[config.mk]
export PLATFORM = sky130hd
export DESIGN_NAME = dot_product_sequencer
export DESIGN_NICKNAME = d
export VERILOG_FILES = /design/src/rtl/dot_product_sequencer.sv
export SDC_FILE = /design/constraint.sdc
export NUM_CORES = 1
export LEC_CHECK = 0
export ABC_AREA = 1
export CORE_MARGIN = 5
export CORE_UTILIZATION = 50
export DETAILED_ROUTE_END_ITERATION = 16
export HOLD_SLACK_MARGIN = 0.06
export PLACE_DENSITY = 0.73
export SETUP_SLACK_MARGIN = 0.15
export SLEW_MARGIN = 20
export SYNTH_ARGS = -nofsm -noshare
export SYNTH_HDL_FRONTEND = slang
export SYNTH_SLANG_ARGS = --single-unit
[constraint.sdc]
create_clock -name clk -period 6.34 [get_ports clk]
set_input_delay 0.951 -clock clk [delete_from_list [all_inputs] [get_ports clk]]
set_output_delay 0.951 -clock clk [all_outputs]
set_load 0.01 [all_outputs]
[src/rtl/dot_product_sequencer.sv]
// dot_product_sequencer: accepts a pair of packed signed vectors and steps one
// shared multiply-accumulate through the N element pairs, one pair per clock,
// then holds the signed sum on a valid/ready result port until it is taken.
module dot_product_sequencer #(
  parameter int N  = 4,
  parameter int W  = 8,
  parameter int AW = 2*W + $clog2(N)
) (
  input  logic                 clk,
  input  logic                 reset,
  input  logic                 in_valid,
  output logic                 in_ready,
  input  logic [N*W-1:0]       a_in,
  input  logic [N*W-1:0]       b_in,
  output logic                 res_valid,
  input  logic                 res_ready,
  output logic signed [AW-1:0] result,
  output logic                 busy
);

  localparam int            IW       = $clog2(N);
  localparam logic [IW-1:0] LAST_IDX = IW'(N-1);

  typedef enum logic [1:0] {IDLE, MAC, DONE} state_t;

  state_t                state;
  logic [IW-1:0]         idx;
  logic [N*W-1:0]        a_p0;
  logic [N*W-1:0]        b_p0;
  logic signed [AW-1:0]  acc;
  logic signed [W-1:0]   a_el;
  logic signed [W-1:0]   b_el;
  logic signed [2*W-1:0] prod;

  // Widen a full-precision product to accumulator width; AW always leaves
  // headroom above 2W, so the sum can never overflow.
  function automatic logic signed [AW-1:0] sext_prod(input logic signed [2*W-1:0] p);
    return {{(AW-2*W){p[2*W-1]}}, p};
  endfunction

  // Capture operands on the accept edge only; later input changes are ignored.
  always_ff @(posedge clk) begin
    if (in_valid && in_ready) begin
      a_p0 <= a_in;
      b_p0 <= b_in;
    end
  end

  // Select the current element pair and form its signed 2W-bit product.
  always_comb begin
    a_el = a_p0[idx*W +: W];
    b_el = b_p0[idx*W +: W];
    prod = a_el * b_el;
  end

  // Sequencer: accept, accumulate one element per cycle, hold result until taken.
  always_ff @(posedge clk) begin
    if (reset) begin
      state <= IDLE;
      acc   <= '0;
      idx   <= '0;
    end else begin
      case (state)
        IDLE: begin
          if (in_valid) begin
            acc   <= '0;
            idx   <= '0;
            state <= MAC;
          end
        end
        MAC: begin
          acc <= acc + sext_prod(prod);
          if (idx == LAST_IDX) begin
            state <= DONE;
          end else begin
            idx <= idx + 1'b1;
          end
        end
        DONE: begin
          if (res_ready) begin
            state <= IDLE;
          end
        end
        default: state <= IDLE;
      endcase
    end
  end

  assign in_ready  = (state == IDLE);
  assign res_valid = (state == DONE);
  assign busy      = (state != IDLE);
  assign result    = acc;

endmodule

==> metrics.cfg <==
[cells_and_area]
drive_gt1_share_pct = 10.4
finish.instance_area_sq_um = 8170
final_common_cell = nand2_1
syn_to_final_growth_pct = 19.6
utilization_pct = 61.5
final_cell_mix = nand2_1, inv_1, clkdlybuf4s50_1
antennaDiodeCount = 0
filler_cell_count = 1100
nNetsFinal = 967

[sta]
hold_violations = 0
slew_violations = 0
max_freq_mhz = 176
final-setup-viol-count = 0
finalCriticalPeriod_ps = 5680
grt_setup_unrepaired = false
period_share_pct = 89.6
worst_slew_margin_rel_pct = 34.1
tightest_slew_ps = 986
skew_ps = 10.7
setup_tns_ps = 0

[placed_design]
io_buffers = 88
dpl-instance-area_sq_um = 7840
globalplace.congestion = 0.888
dp_hpwl_microns = 12300

[setup_path]
r2r_end = result[17]
cpMostUsedCell = fa_1
crit_chain = inv_2, a21oi_1, a32oi_2, nand2_1, fa_1, inv_1, fa_1, inv_1, fa_1, inv_1, fa_1, fa_1, ha_1, nand2_1, inv_1, nand2_1, nand2_1, nor2_1, nor2_1, nor2_1, nand3_1, nand3_1, a21oi_2
slowest_stage = inv_2
cp_top_family = adder cells
r2r_slack_ps = 660
max_stage_delay_ps = 550
r2r-start = idx[1]
critPathKind = reg -> reg
required_ps = 6540
worst_setup_path_start_kind = flip-flop
cp_max_fo = 33
reg2reg_depth = 23
cp_num_buf_inv = 5
critPathArrivalTime_ps = 5890
endpoint_kind = flip-flop

[logic_synthesis]
ys_ff_latch = 86
postSynthAreaPerCell_sq_um = 9.94
yosysWarnings = 0
synth_nets = 878
synth_area_sq_um = 6830
yosys.area_share.simple_pct = 14.8
ys_types = 39
synth_adder_area_share_pct = 31.3
netlist_instances = 687
muxShareOfSynthArea_pct = 0
synth_compound_area_share_pct = 9.89
synth-seq-area-share_pct = 34.6
synth_top_family_by_area = adder cells
yosys.area_share.xor_xnor_pct = 0.128

[min_path]
hp-start = result[5]
min_to = result[5]
hold_depth = 2
min_path_type = reg -> reg

[floorplan]
rows = 42
start_util_pct = 51.4
ios = 89
core_sq_um = 13300
die-area_sq_um = 16100
die_y_microns = 127
die_w_microns = 127

[clock_network]
cts_hold_buf = 0
cts.htree.levels = 3
clk_latency_ps = 350
tritoncts = yes
clk_pin_slew_ps = 70
numCtsBuffers = 9
numClockSinks = 86
cts_setup_buffers = 0
clock-root-buffer = clkbuf_16
post_cts_resized = 0
clockBufferDepth = 2

[route]
post-route-drc-count = 0
dr.pass1.iters = 7
routed_wl_microns = 15800
drt_iter0_drc = 330
via_per_inst = 5.28
wl_per_cell_microns = 16.5
dr_total_vias = 5049
detail-route-antenna-nets = 0

[global_routing]
gr-total-overflow = 0
antenna_found_initial = 0
grt_pass1_wl_microns = 26600
grt_max_degree = 66
grt_pass1_vias = 5508
grt_usage_pct = 21.0

[flow_run]
cap_violations = 0

[outcome]
outcome = finished clean

[through the flow]
stage                     hold WS, ps  std cells  setup slack, ps
after detailed placement          474        941              731
after floorplan                   495        687             1190
after CTS                         484        957              712
final                             486        957              657
after global placement            467        941              793
after global routing              510        957              279
[per-layer routing]
layer,part of all wire [%],GRT usage (%),up-vias
li1,-,-,2365
met1,39,25.5,2503
met2,53,37.6,152
met3,5.9,4.46,29
met4,2.2,6.56,0
met5,0,0,-
[tightest hold or removal path: cells and delay by family (launching register included)]
kind | cells | cell delay (ps)
flip-flops | 1 | 330
AO/OA/AOI/OAI | 1 | 50
AND/OR/NAND/NOR | 1 | 60
[sequential cells by signal, summed over array words and instances (netlist names)]
register / cells
result: 18
idx: 2
a_p0: 32
b_p0: 32
state: 2
[layout make-up]
cell class / count / area, sq um / share of cell area, %
clock inverters: 7 / 109 / 1.33
clock buffers: 9 / 225 / 2.76
well taps: 176 / 220 / 2.69
multi-input cells: 454 / 3830 / 46.9
flip-flops and latches: 86 / 2360 / 28.9
inverters: 133 / 509 / 6.23
repair buffers: 92 / 911 / 11.1
[cell families after synthesis]
family,after synthesis
flops,86
compound gates,86
xor+xnor,1
buf+inv,147
simple gates,244
fa+ha+maj,123
[cell usage after synthesis, drive strengths merged]
library cell,n,area share [%]
a32oi,15,3.8
nand4,3,0.27
dfxtp,22,6.4
ha,43,7.9
nor2,67,4.2
a211oi,2,0.22
o21ai,11,0.86
inv,133,7.5
a21oi,52,4.1
nand2,154,8.8
fa,80,23
nand3,17,1.2
edfxtp,64,28
o21bai,3,0.55
a32o,1,0.16
a21o,2,0.22
or2,2,0.18
xnor2,1,0.13
clkbuf,2,0.11
buf,12,1.7
nor3,1,0.073
[worst max-delay path by stage]
stage          startpoint  cells past startpoint         end
3_3_place_gp       idx[1]                     21  result[17]
5_1_grt            idx[1]                     23  result[17]
2_1_floorplan      idx[0]                     18  result[10]
6_report           idx[1]                     23  result[17]
3_5_place_dp       idx[1]                     23  result[17]
4_1_cts            idx[1]                     23  result[17]
Power is not shown: default switching activity piles up to over one toggle a cycle in this logic, so the estimate is an artifact.
